[src/rtl/shift_r_share_ctrl_pkg.sv]
// Shared types and the round-robin pick function used by the shifter-sharing
// controller.
package shift_ctrl_pkg;

  typedef enum logic [1:0] {
    IDLE = 2'd0,
    EXEC = 2'd1,
    RESP = 2'd2
  } state_t;

  // Upper bound on requesters the pick function can search.
  localparam int MAX_NREQ = 32;
  localparam int PICK_W   = $clog2(MAX_NREQ);

  // Returns the first set index of valid[nreq-1:0], searching upward from
  // ptr+1 and wrapping. The caller decides what to do when no bit is set.
  function automatic int rr_pick(input logic [MAX_NREQ-1:0] valid,
                                 input int                   ptr,
                                 input int                   nreq);
    int idx;
    rr_pick = ptr;
    // Walk from the farthest candidate down so the nearest valid one wins.
    for (int k = MAX_NREQ; k >= 1; k--) begin
      idx = ptr + k;
      if (idx >= nreq) idx = idx - nreq;
      if (k <= nreq && valid[idx[PICK_W-1:0]]) rr_pick = idx;
    end
  endfunction

endpackage

[src/rtl/shift_r_nbit.sv]
// Combinational logical right shift, zero-filled: y = a >> b.
module shift_r_nbit #(
  parameter int WIDTH       = 8,
  parameter int SHIFT_WIDTH = 3
) (
  input  logic [WIDTH-1:0]       a_i,
  input  logic [SHIFT_WIDTH-1:0] b_i,
  output logic [WIDTH-1:0]       y_o
);

  assign y_o = a_i >> b_i;

endmodule

[src/rtl/shift_r_share_ctrl.sv]
// Round-robin arbiter and three-state controller that lets NREQ requesters
// share a single shift_r_nbit instance, returning ID-tagged results.
module shift_r_share_ctrl
  import shift_ctrl_pkg::*;
#(
  parameter  int WIDTH       = 8,
  parameter  int SHIFT_WIDTH = 3,
  parameter  int NREQ        = 4,
  localparam int IDW         = $clog2(NREQ)
) (
  input  logic                  clk,
  input  logic                  rst_n,
  input  logic [NREQ-1:0]       req_valid,
  output logic [NREQ-1:0]       req_ready,
  input  logic [NREQ*WIDTH-1:0] req_a,
  input  logic [NREQ*WIDTH-1:0] req_b,
  output logic                  rsp_valid,
  input  logic                  rsp_ready,
  output logic [WIDTH-1:0]      rsp_y,
  output logic [IDW-1:0]        rsp_id
);

  state_t                 state_q;
  logic [IDW-1:0]         ptr_q;
  logic [WIDTH-1:0]       a_q;
  logic [SHIFT_WIDTH-1:0] b_q;
  logic [IDW-1:0]         id_q;
  logic                   rsp_valid_q;
  logic [WIDTH-1:0]       rsp_y_q;
  logic [IDW-1:0]         rsp_id_q;

  logic [MAX_NREQ-1:0]    valid_ext;
  logic [IDW-1:0]         grant;
  logic                   req_fire;
  logic [WIDTH-1:0]       shift_y;

  // NOTE: every signal assigned in always_comb gets a default first, so no
  // path leaves it unassigned and no latch is inferred.
  always_comb begin
    valid_ext              = '0;
    valid_ext[NREQ-1:0]    = req_valid;
    grant                  = IDW'(rr_pick(valid_ext, int'(ptr_q), NREQ));
    req_fire               = (state_q == IDLE) && (|req_valid);
    req_ready              = '0;
    if (req_fire) req_ready[grant] = 1'b1;
  end

  shift_r_nbit #(
    .WIDTH       (WIDTH),
    .SHIFT_WIDTH (SHIFT_WIDTH)
  ) u_shift (
    .a_i (a_q),
    .b_i (b_q),
    .y_o (shift_y)
  );

  // NOTE: sequential state uses non-blocking assignments so every register
  // samples pre-edge values regardless of statement order.
  always_ff @(posedge clk or negedge rst_n) begin
    if (!rst_n) begin
      state_q     <= IDLE;
      ptr_q       <= IDW'(NREQ - 1);
      a_q         <= '0;
      b_q         <= '0;
      id_q        <= '0;
      rsp_valid_q <= 1'b0;
      rsp_y_q     <= '0;
      rsp_id_q    <= '0;
    end else begin
      case (state_q)
        IDLE: begin
          if (req_fire) begin
            a_q     <= req_a[grant*WIDTH +: WIDTH];
            b_q     <= req_b[grant*WIDTH +: SHIFT_WIDTH];
            id_q    <= grant;
            ptr_q   <= grant;
            state_q <= EXEC;
          end
        end
        EXEC: begin
          rsp_y_q     <= shift_y;
          rsp_id_q    <= id_q;
          rsp_valid_q <= 1'b1;
          state_q     <= RESP;
        end
        RESP: begin
          // Result fields hold until the consumer takes them.
          if (rsp_ready) begin
            rsp_valid_q <= 1'b0;
            state_q     <= IDLE;
          end
        end
        default: state_q <= IDLE;
      endcase
    end
  end

  assign rsp_valid = rsp_valid_q;
  assign rsp_y     = rsp_y_q;
  assign rsp_id    = rsp_id_q;

endmodule
[config.mk]
export PLATFORM = sky130hd
export DESIGN_NAME = shift_r_share_ctrl
export DESIGN_NICKNAME = d
export VERILOG_FILES = /design/src/rtl/shift_r_share_ctrl_pkg.sv /design/src/rtl/shift_r_nbit.sv /design/src/rtl/shift_r_share_ctrl.sv
export SDC_FILE = /design/constraint.sdc
export NUM_CORES = 1
export LEC_CHECK = 0
export ABC_AREA = 1
export BUFFER_PORTS_ARGS = -buffer_cell sky130_fd_sc_hd__buf_4
export CAP_MARGIN = 20
export CORE_MARGIN = 10
export CORE_UTILIZATION = 43
export CTS_CLUSTER_SIZE = 16
export DETAILED_ROUTE_END_ITERATION = 7
export PLACE_DENSITY = 0.83
export SYNTH_ARGS = -nofsm -noshare
export SYNTH_HDL_FRONTEND = slang
export SYNTH_SLANG_ARGS = --single-unit
export TNS_END_PERCENT = 5
[constraint.sdc]
create_clock -name clk -period 2.33 [get_ports clk]
set_input_delay 0.3495 -clock clk [delete_from_list [all_inputs] [get_ports clk]]
set_output_delay 0.3495 -clock clk [all_outputs]
set_load 0.005 [all_outputs]
==> metrics.yaml <==
nets: 422
crit_chain: "inv_4, ha_4, inv_2, nand3_2, inv_2, nor2_4, nand2_4, nand2_2, nand2_4, nand2_4, nand2_2, nor2_1, buf_4"
rows: 24
start_util_pct: 44.5
fin_skew_ns: 0.00398
seq_area_frac_synth_pct: 36.3
clock_sinks: 28
drtIter0Drc: 173
cp_max_fo: 4
crit_arrival_ns: 2.10
synth_nets: 350
final_max_slew_viol_count: 0
violations: "setup timing"
cts.htree.levels: 1
worst-endpoint-required_ns: 1.98
whs_ns: 0.267
grt_usage_pct: 14.8
yosys_warnings: 0
rsz0062_at_grt: "true"
regToRegSetupSlack_ns: 0.06
crit_top_cell: "nand2_4"
cp-endpoint: "req_ready[2]"
met1_usage_pct: 18.9
r2r-start: "ptr_q[1]$_DFFE_PN1P_"
grt_util_met2_pct: 22.1
leakagePower_nw: 1.40
place.gp.congestion: 0.841
num_vias: 2138
finalSetupViolations: 4
routed_wirelength_um: 5880
grt_max_degree: 29
fillers: 376
timing.critical_path.buf_inv: 4
powerDensity_nw_per_um2: 1840
clock_path_buffers: 2
gr-total-overflow: 0
cts_tree: "done"
drive_gt1_share_pct: 35.7
hpwl_um: 4180
worstSetupStartpoint: "ptr_q[1]$_DFFE_PN1P_"
grt_first_pass_wirelength_um: 9420
worst_pin_slew_ns: 0.711
start_kind: "register"
fin_ws_ns: -0.121
cp_slowest_cell: "dfstp_2"
ir_drop_mv: 1.18
vias_per_cell: 5.39
netlist.area_leader.share_pct: 33.6
r2r_cells: 15
final_cell_mix: "79 x buf_4, 77 x nand2_1, 64 x nand3_1"
max_stage_delay_ns: 0.58
die_h_um: 87.1
antenna_left: 0
post-place-ws_ns: 0.0236
path_clk_slew_ns: 0.10
ys_ff_latch: 28
critPathCaptureType: "primary output"
area_growth_pct: 39.1
max_freq_ghz: 0.408
die-area_um2: 7590
finalHoldViolations: 0
worst_r2r_endpoint: "b_q[1]$_DFFE_PN0P_"
synth.avg_cell_area_um2: 7.07
grt_pass1_vias: 2020
multi_input_comb_area_um2: 1160
root_buffer: "clkbuf_8"
cts_buffers: 3
period_share_pct: 105
crit_type: "reg2out"
die_x_um: 87.1
pin_count: 86
synth_area_leaders: "dfrtp_1 34%, nand3_1 17%, nand2_1 16%"
diodes: 0
seq_area_um2: 703
fin_crit_ns: 2.45
slew_headroom_pct: 52.4
maxCapViolations: 0
cp_top_family: "simple AND/OR/NAND/NOR gates"
synth_cell_types: 26
wl_per_cell_um: 14.8
top_usage_layer: "met2"
status: "complete, but fails checks"
layout_commonest_cell: "buf_4"
gr-usage-met3_pct: 5.81
yosysTopAreaCell: "dfrtp_1"
syn_area_um2: 1940
io_buffers: 65
crit_cells: 13
core_um2: 4350
antenna_found_initial: 0
syn-instance-count: 274
drt_first_pass_iters: 4
hold_path_class: "in2reg"
worstSkewPairLatency_ns: 0.28
drc: 0
==> metrics by stage <==
| step | cells | total power [mW] | TNS (ns) | area (um^2) | util, % |
|---|---|---|---|---|---|
| floorplan | 274 | 3.35 | 0 | 1940 | - |
| global placement | 386 | 4.00 | 0 | 2470 | 56.8 |
| detailed placement | 386 | 4.10 | 0 | 2470 | 56.8 |
| CTS | 395 | 4.79 | -0.0760 | 2650 | 60.9 |
| global route | 397 | 5.48 | -0.837 | 2700 | 61.9 |
| finish | 397 | 4.97 | -0.368 | 2700 | 61.9 |
==> metal layers <==
layer / share of wire [%] / vias up / wire, um
met2: 45 / 92 / 2670
li1: - / 1052 / -
met5: 0 / - / 0
met4: 2.8 / 0 / 162
met3: 9.3 / 16 / 549
met1: 43 / 978 / 2500
==> flip-flops by register name, summed over array words and instances (netlist names) <==
register,count
a_q,8
b_q,3
id_q,2
ptr_q,2
rsp_id,2
rsp_valid,1
rsp_y,8
state_q,2
==> worst reg2reg max path, cell delays in order (launching register included) <==
cell and delay [ns]:
dfstp_2 0.58, inv_4 0.06, ha_4 0.29, inv_2 0.05
nand3_2 0.09, inv_2 0.06, nor2_4 0.11, nand2_4 0.08
nand2_2 0.09, nand2_4 0.07, buf_4 0.13, buf_4 0.20
nand3_1 0.09, nand3_1 0.09, nand3_1 0.11, nand2_1 0.07
==> worst min path at each step <==
stage                     cells after the start  startpoint  slack (ns)                      to
after floorplan                               0       rst_n        0.05      a_q[0]$_DFFE_PN0P_
after global placement                        1       rst_n        0.28   rsp_id[0]$_DFFE_PN0P_
after detailed placement                      1       rst_n        0.28   rsp_id[0]$_DFFE_PN0P_
after CTS                                     2   rsp_ready        0.28  state_q[1]$_DFFE_PN0P_
after global routing                          2   rsp_ready        0.28  state_q[1]$_DFFE_PN0P_
final                                         2   rsp_ready        0.27  state_q[1]$_DFFE_PN0P_
==> where the power goes <==
group	total [mW]	leakage [nW]	internal [mW]	switching, mW
registers	0.951	0.341	0.754	0.197
clock network	0.388	0.0357	0.230	0.158
logic	3.63	1.02	1.46	2.16
total	4.97	1.40	2.45	2.52
==> cell families after synthesis <==
family                     Yosys count  synth area share [%]
and+or+nand+nor                    179                  43.1
buffers and inverters               35                  8.65
DFF                                 28                  36.3
AOI/OAI and AO/OA                   25                  7.75
adders and majority gates            5                  3.23
muxes                                2                  1.03
==> repair_timing <==
item / CTS / global route
pin swaps: 8 / 8
setup endpoints to repair: 5 / 14
hold buffers: 1 / 0
setup buffers: 4 / 2
gates resized for setup: 15 / 7
endpoints found under the hold margin: 26 / 0
==> cell type report <==
cell class	count	share of cell area, %
Tap cell	52	2.41
Timing Repair Buffer	81	22.8
Multi-Input combinational cell	211	43.0
Sequential cell	28	26.1
Inverter	21	3.02
Clock buffer	3	1.53
Clock inverter	1	1.11
==> cell usage after synthesis (all sizes together) <==
master  instances
a21oi           2
a22o            2
buf            10
clkbuf          4
dfrtp          26
dfstp           2
ha              5
inv            21
mux2i           2
nand2          97
nand3          71
nand4           1
nor2            8
nor3            1
nor4            1
o211ai          1
o21ai          16
o221ai          4
No activity file was read; power rests on OpenSTA's default activity.
